--- src/rtl/cnt_pkg.sv ---
// Shared types and helpers for the run/stop/clear decimal counter.
// The step helper wraps in both directions so the count never leaves 0..9999.
package cnt_pkg;

    typedef enum logic [1:0] {
        STOP,
        RUN,
        CLEAR
    } state_t;

    localparam int unsigned CNT_W = 14;
    localparam logic [CNT_W-1:0] MAX_CNT = 14'd9999;

    function automatic logic [CNT_W-1:0] step_cnt(input logic [CNT_W-1:0] cnt,
                                                  input logic             down);
        if (down) begin
            return (cnt == '0) ? MAX_CNT : cnt - CNT_W'(1);
        end
        return (cnt >= MAX_CNT) ? '0 : cnt + CNT_W'(1);
    endfunction

endpackage

--- src/rtl/btn_debounce.sv ---
// Push-button conditioner: 2-FF synchroniser, stable-count debouncer and a
// registered one-cycle pulse on each debounced press (releases give no pulse).
module btn_debounce #(
    parameter int unsigned DB_CYCLES = 100_000
) (
    input  logic clk,
    input  logic rst,
    input  logic btn_in,
    output logic level,
    output logic rise_pulse
);

    localparam int unsigned CW = (DB_CYCLES > 1) ? $clog2(DB_CYCLES) : 1;
    localparam logic [CW-1:0] LAST = CW'(DB_CYCLES - 1);

    logic          sync1_q, sync2_q;
    logic          level_q, level_d;
    logic          level_prev_q;
    logic          pulse_q;
    logic [CW-1:0] cnt_q, cnt_d;

    // The counter only runs while the synchronised input disagrees with the level.
    always_comb begin
        cnt_d   = '0;
        level_d = level_q;
        if (sync2_q != level_q) begin
            if (cnt_q == LAST) begin
                level_d = sync2_q;
            end else begin
                cnt_d = cnt_q + CW'(1);
            end
        end
    end

    always_ff @(posedge clk or negedge rst) begin
        if (!rst) begin
            sync1_q      <= 1'b0;
            sync2_q      <= 1'b0;
            cnt_q        <= '0;
            level_q      <= 1'b0;
            level_prev_q <= 1'b0;
            pulse_q      <= 1'b0;
        end else begin
            sync1_q      <= btn_in;
            sync2_q      <= sync1_q;
            cnt_q        <= cnt_d;
            level_q      <= level_d;
            level_prev_q <= level_q;
            pulse_q      <= level_q & ~level_prev_q;
        end
    end

    assign level      = level_q;
    assign rise_pulse = pulse_q;

endmodule

--- src/rtl/cnt10000_gen.sv ---
// Run/stop/clear decimal counter feeding the FND display: debounced buttons drive
// a STOP/RUN/CLEAR FSM that gates a prescaled step tick for an up/down 0..9999 count.
module cnt10000_gen
    import cnt_pkg::*;
#(
    parameter int unsigned TICK_DIV  = 10_000_000,
    parameter int unsigned DB_CYCLES = 100_000
) (
    input  logic             clk,
    input  logic             rst,
    input  logic             btn_run,
    input  logic             btn_clear,
    input  logic             btn_mode,
    output logic [CNT_W-1:0] cnt10000,
    output logic             running,
    output logic             dir_down
);

    localparam int unsigned PW = $clog2(TICK_DIV);
    localparam logic [PW-1:0] PLAST = PW'(TICK_DIV - 1);

    logic run_p, clear_p, mode_p;

    btn_debounce #(.DB_CYCLES(DB_CYCLES)) u_db_run (
        .clk        (clk),
        .rst        (rst),
        .btn_in     (btn_run),
        .level      (),
        .rise_pulse (run_p)
    );

    btn_debounce #(.DB_CYCLES(DB_CYCLES)) u_db_clear (
        .clk        (clk),
        .rst        (rst),
        .btn_in     (btn_clear),
        .level      (),
        .rise_pulse (clear_p)
    );

    btn_debounce #(.DB_CYCLES(DB_CYCLES)) u_db_mode (
        .clk        (clk),
        .rst        (rst),
        .btn_in     (btn_mode),
        .level      (),
        .rise_pulse (mode_p)
    );

    state_t           state_q, state_d;
    logic [PW-1:0]    presc_q, presc_d;
    logic [CNT_W-1:0] cnt_q, cnt_d;
    logic             dir_q, dir_d;
    logic             running_q;

    // A step on the same edge as a mode toggle still uses the old direction.
    always_comb begin
        state_d = state_q;
        presc_d = presc_q;
        cnt_d   = cnt_q;
        dir_d   = dir_q ^ mode_p;
        case (state_q)
            STOP: begin
                if (clear_p) begin
                    state_d = CLEAR;
                end else if (run_p) begin
                    state_d = RUN;
                end
            end
            RUN: begin
                if (presc_q == PLAST) begin
                    presc_d = '0;
                    cnt_d   = step_cnt(cnt_q, dir_q);
                end else begin
                    presc_d = presc_q + PW'(1);
                end
                if (run_p) begin
                    state_d = STOP;
                end
            end
            CLEAR: begin
                cnt_d   = '0;
                presc_d = '0;
                state_d = STOP;
            end
            default: state_d = STOP;
        endcase
    end

    always_ff @(posedge clk or negedge rst) begin
        if (!rst) begin
            state_q   <= STOP;
            presc_q   <= '0;
            cnt_q     <= '0;
            dir_q     <= 1'b0;
            running_q <= 1'b0;
        end else begin
            state_q   <= state_d;
            presc_q   <= presc_d;
            cnt_q     <= cnt_d;
            dir_q     <= dir_d;
            running_q <= (state_d == RUN);
        end
    end

    assign cnt10000 = cnt_q;
    assign running  = running_q;
    assign dir_down = dir_q;

endmodule

--- config.mk ---
export PLATFORM = sky130hd
export DESIGN_NAME = cnt10000_gen
export DESIGN_NICKNAME = d
export VERILOG_FILES = /design/src/rtl/cnt_pkg.sv /design/src/rtl/btn_debounce.sv /design/src/rtl/cnt10000_gen.sv
export SDC_FILE = /design/constraint.sdc
export NUM_CORES = 1
export LEC_CHECK = 0
export ABC_AREA = 0
export BUFFER_PORTS_ARGS = -buffer_cell sky130_fd_sc_hd__buf_2
export CAP_MARGIN = 20
export CORE_MARGIN = 5
export CORE_UTILIZATION = 60
export CTS_CLUSTER_DIAMETER = 40
export DETAILED_ROUTE_END_ITERATION = 10
export PLACE_DENSITY = 0.79
export RECOVER_POWER = 50
export SLEW_MARGIN = 20
export SYNTH_ARGS = -nofsm -noshare
export SYNTH_HDL_FRONTEND = slang
export SYNTH_SLANG_ARGS = --single-unit
--- constraint.sdc ---
create_clock -name clk -period 4.24 [get_ports clk]
set_clock_uncertainty 0.15 [all_clocks]
set_input_delay 0.636 -clock clk [delete_from_list [all_inputs] [get_ports clk]]
set_output_delay 0.636 -clock clk [all_outputs]
set_load 0.01 [all_outputs]
---- After elaboration in Yosys (flattened, before gate mapping) ----
Index checks and enable logic that the tools add are counted.
operators by class
  $add $sub $neg .......................... 6
  bitwise logic cells ..................... 7
  eq/ne operators ......................... 11
  reduce and logical (&&, ||, !) cells .... 7
  muxes and demuxes ....................... 21
  $lt $le $gt $ge ......................... 1
operators with widths
  operator                                                    count
  2-to-1 mux 17 bit                                           6
  2-to-1 mux 14 bit                                           5
  adder 17 x 1 -> 17 bit (second input constant)              3
  == test 17 bit (second input constant)                      3
  one-hot mux 24 bit (2 select lines)                         1
  one-hot mux 14 bit (2 select lines)                         1
  adder 24 x 1 -> 24 bit (second input constant)              1
  == test 24 bit (second input constant)                      1
  2-to-1 mux 24 bit                                           1
  adder 14 x 1 -> 14 bit (second input constant)              1
  greater-or-equal comparator 14 bit (second input constant)  1
  zero test 14 bit                                            1
  subtractor 14 x 1 -> 14 bit (second input constant)         1
  AND reduction 2 bit                                         4
  2-to-1 mux 2 bit                                            3
  == test 2 x 1 -> 1 bit (second input constant)              2
  one-hot mux 2 bit (2 select lines)                          1
  AND 1 bit                                                   3
  2-to-1 mux 1 bit                                            3
  inequality test 1 bit                                       3
  inverter 1 bit                                              3
  == test 2 bit (second input constant)                       1
  zero test 2 bit                                             1
  inequality test 2 bit (second input constant)               1
  other kinds (2)                                             2
storage, ports and cells
  bits of input ports ..................... 5
  flip-flop bits (word level) ............. 108
  logic and storage cells ................. 76
  output and inout bits ................... 16

---- Logic depth before layout (Yosys ltp) ----
  depth in word-level cells ............... 6
  depth in mapped cells ................... 10
  gate-level depth less buffers ........... 7

---- Cells and area by module ----
From an unflattened synthesis, not the netlist that was laid out.
second synthesis, totals
  cells, all modules ...................... 617
  area, all modules ....................... 5,884.4 um^2
by module, submodules not included
  module        cells each  sequential area each (um^2)  times used  area an instance (um^2)
  btn_debounce  94          550.5                        3           997.2
  cnt10000_gen  335         1,051.0                      1           2,892.8

---- Least setup slack after synthesis ----
No wires, ideal clock.
  kind .................................... reg2reg
  start point ............................. register cnt_q[0], in the netlist cnt10000[0]
  end point ............................... register cnt_q[10], in the netlist cnt10000[10]
  arrival ................................. 2.304 ns
  data required time ...................... 3.969 ns
  path buffers ............................ 2
  clock period less this slack ............ 2.575 ns
  slack ................................... 1.665 ns
  cell stages (with the launch flop) ...... 9
  library setup time ...................... 0.121 ns
  cell sequence ........................... dfrtp_1 > clkbuf_1 > inv_1 > ha_1 > or3b_2 > clkbuf_1 > or4_1 > a31o_2 > a22o_1
between the ends
  word-level cells in the longest chain between the ends .. 6
  elaborated cells on any way between the ends .. 10
  those cells by class .................... add/sub: 2; order compare: 1; mux: 6; reduce/logical: 1
ends and longest elaborated chain
  what                                                                    RTL line            text
  start, declared                                                         cnt10000_gen.sv:50  logic [CNT_W-1:0] cnt_q, cnt_d;
  start signal, assigned                                                  cnt10000_gen.sv:98  cnt_q <= cnt_d;
  subtractor 14 x 1 -> 14 bit / zero test 14 bit (equally long branches)  cnt_pkg.sv:17       return (cnt == '0) ? MAX_CNT : cnt - CNT_W'(1);
  2-to-1 mux 14 bit                                                       cnt_pkg.sv:17
  2-to-1 mux 14 bit                                                       cnt_pkg.sv:16       if (down) begin
  2-to-1 mux 14 bit *                                                     cnt_pkg.sv:19       return (cnt >= MAX_CNT) ? '0 : cnt + CNT_W'(1);
  2-to-1 mux 14 bit *                                                     cnt10000_gen.sv:69  if (presc_q == PLAST) begin
  one-hot mux 14 bit (2 select lines) *                                   cnt10000_gen.sv:60  case (state_q)
Mark *: on every way between the ends. The rest lies on a longest branch, timed or not. The select of a mux whose other input is x is not followed.
A chain may end at the register's enable or synchronous reset.

---- Final worst setup path ----
  start point ............................. register cnt_q[0], in the netlist cnt10000[0]
  end point ............................... register cnt_q[5], in the netlist cnt10000[5]
Same word-level chain as after synthesis.

==> results.cfg <==
[pwr]
leakage_nw = 2.73
ir_worst_vdd_uv = 269
powerDensity_mw_per_mm2 = 281

[setup_path]
reg2reg_slack_ns = 1.06
ff2ff_path_depth = 7
reg2reg_to = cnt10000[5]
worstReg2RegStart = cnt10000[0]
cpMaxStageDelayCell = o41ai_2
worstSetupStartpointType = register
critPathArrivalTime_ns = 3.31
worstPathRequired_ns = 4.37
critPathLaunch = cnt10000[0]
worstSetupPathType = reg2reg
end_kind = register
critPathMaxStageDelay_ns = 1.01
critPathMaxFanout = 11
crit_chain = inv_1 > ha_1 > or3b_2 > o41ai_2 > o21ai_0 > a32oi_1 > nand2_1

[sta]
hold_violations = 0
fin_crit_ns = 3.18
min_period_over_period_pct = 74.9
tns_ns = 0
max_freq_ghz = 0.315
tightest_slew_ns = 1.94
setup_violations = 0
relSlewSlack_pct = -29.1
slew_viol_final = 80
grt_setup_unrepaired = no

[synth]
netlist_top_cells_area = dfrtp_1 (46%), nor2_1 (6.2%), xor2_1 (5.8%)
synth_top_area_cell = dfrtp_1
syn-num-nets = 648
async_flop_share_pct = 100
synthFlopType = dfrtp_1
syn_area_mm2 = 0.00584
syn_area_per_cell_um2 = 9.21
synth_top_area_share_pct = 46.3
syn_inst = 634
synth_seq_area_share_pct = 46.3
ys_types = 58
synth-edff-count = 0
ys_ff_latch = 108
yosys_warnings = 0

[status]
violations = max-capacitance violations, max-slew violations
status = finished with violations

[global_route]
grt_max_degree = 80
grt_pass1_wl_um = 20700
grt_pass1_vias = 4504
antenna_found_initial = 0
overflow = 0
grt_usage_pct = 22.0

[clocking]
clk_pin_slew_ns = 0.10
cts_hold_buffers = 0
clock_path_buffers = 2
clock_latency_ns = 0.38
tritoncts.num_buffers = 9
cts_tree = built
post_cts_buffers = 0
cts_max_level = 3
cts_resized = 0
numClockSinks = 108
cts_root_buffer = clkbuf_8

[floorplan]
dieArea_mm2 = 0.0118
initial_utilization_pct = 60.6
core-area_mm2 = 0.00964
die_x_um = 109
num_rows = 36
die_y_um = 109
boundaryPins = 21

[final_layout]
final_cell_mix = dfrtp_1 (108), nor2_1 (96), nand2_1 (58)
final_common_cell = dfrtp_1
nets = 654
final_util_pct = 64.7
n_antenna_cell = 0
layout-drive-gt1-share_pct = 9.46
syn_to_final_growth_pct = 6.68

[routing]
wl_um = 11900
avgRoutedWirePerCell_um = 15.3
postRouteAntennaNets = 0
drc = 0
vias_per_cell = 5.95
vias = 4626
initialDrtViolationCount = 322
first_pass_iters = 5

[placed_design]
globalplace.congestion = 0.864
dp_hpwl_um = 8110
place.port_buffers = 20

[run]
cap_violations = 1

[hold_path]
worstHoldPathType = in2reg
worstHoldStart = btn_run
hold_end = u_db_run.sync1_q
min_path_cells = 1
-- worst max path at each step --
stage	slack (ns)	depth (start not counted)	to
after floorplan	1.67	8	cnt10000[10]
after global placement	1.30	7	cnt10000[5]
after detailed placement	1.13	7	cnt10000[5]
after CTS	1.11	7	cnt10000[5]
after global routing	0.95	7	cnt10000[5]
final	1.06	7	cnt10000[5]
-- registers in the layout, indices dropped and copies added (netlist names), 2 cells and up --
register,count
u_db_clear.cnt_q,17
u_db_mode.cnt_q,17
cnt10000,14
state_q,2
u_db_run.cnt_q,17
presc_q,24
-- critical path, delay by kind of cell (launching register included) --
family	cells	cell delay, ns
AOI/OAI and AO/OA	3	1.47
and+or+nand+nor	2	0.66
DFF	1	0.50
adders and majority gates	1	0.20
buffers and inverters	1	0.11
-- synthesized netlist by cell type (5+ instances only) --
library cell	n
nand2b_1	5
and3_1	12
xnor2_1	27
dfrtp_1	108
nor3_1	26
or2_2	5
nor4_1	13
nand3_1	31
xor2_1	39
mux2_2	6
o31ai_1	5
nor2_1	96
a31oi_1	6
ha_1	9
and2_1	5
nor2b_1	11
o21ai_0	15
inv_1	23
clkbuf_1	25
a22o_1	9
nand2_1	58
or3_1	5
a21oi_1	6
nand4_1	25
and4_1	5
-- cells by family after synthesis --
family / Yosys count / synth area share (%)
AO/OA/AOI/OAI: 75 / 9.72
buffers and inverters: 52 / 3.41
multiplexers: 8 / 1.50
flip-flops: 108 / 46.3
AND/OR/NAND/NOR: 316 / 27.3
adder cells (fa/ha/maj): 9 / 1.93
XOR/XNOR: 66 / 9.90
-- through the flow --
step	cell area, µm²	hold WS [ns]	power (mW)	instances	setup WS, ns
after floorplan	5840	0.181	1.09	634	1.67
after global placement	6030	0.185	1.11	762	1.30
after detailed placement	6030	0.191	1.11	762	1.13
after CTS	6230	0.184	1.77	778	1.11
after global routing	6230	0.173	1.82	778	0.949
final	6230	0.206	1.75	778	1.06
-- final cells by class --
| cell class | count | area, µm² |
|---|---|---|
| Fill cell | 832 | 3410 |
| Multi-Input combinational cell | 474 | 2940 |
| Tap cell | 133 | 166 |
| Sequential cell | 108 | 2700 |
| Timing Repair Buffer | 24 | 130 |
| Clock inverter | 6 | 68.8 |
| Inverter | 23 | 86.3 |
| Clock buffer | 10 | 138 |
-- routing by layer --
metal	part of all wire, %	up-vias	global-route usage (%)
met3	5.6	21	5.15
li1	-	2238	-
met5	0	-	0
met2	48	148	35.9
met4	2.1	0	7.39
met1	44	2219	29.0
-- power by group --
part	total (mW)	switching, mW	internal (mW)
clock network	0.658	0.362	0.296
registers	1.05	0.00853	1.04
logic	0.0438	0.0338	0.0100
total	1.75	0.404	1.34
(Power assumes the default switching activity.)
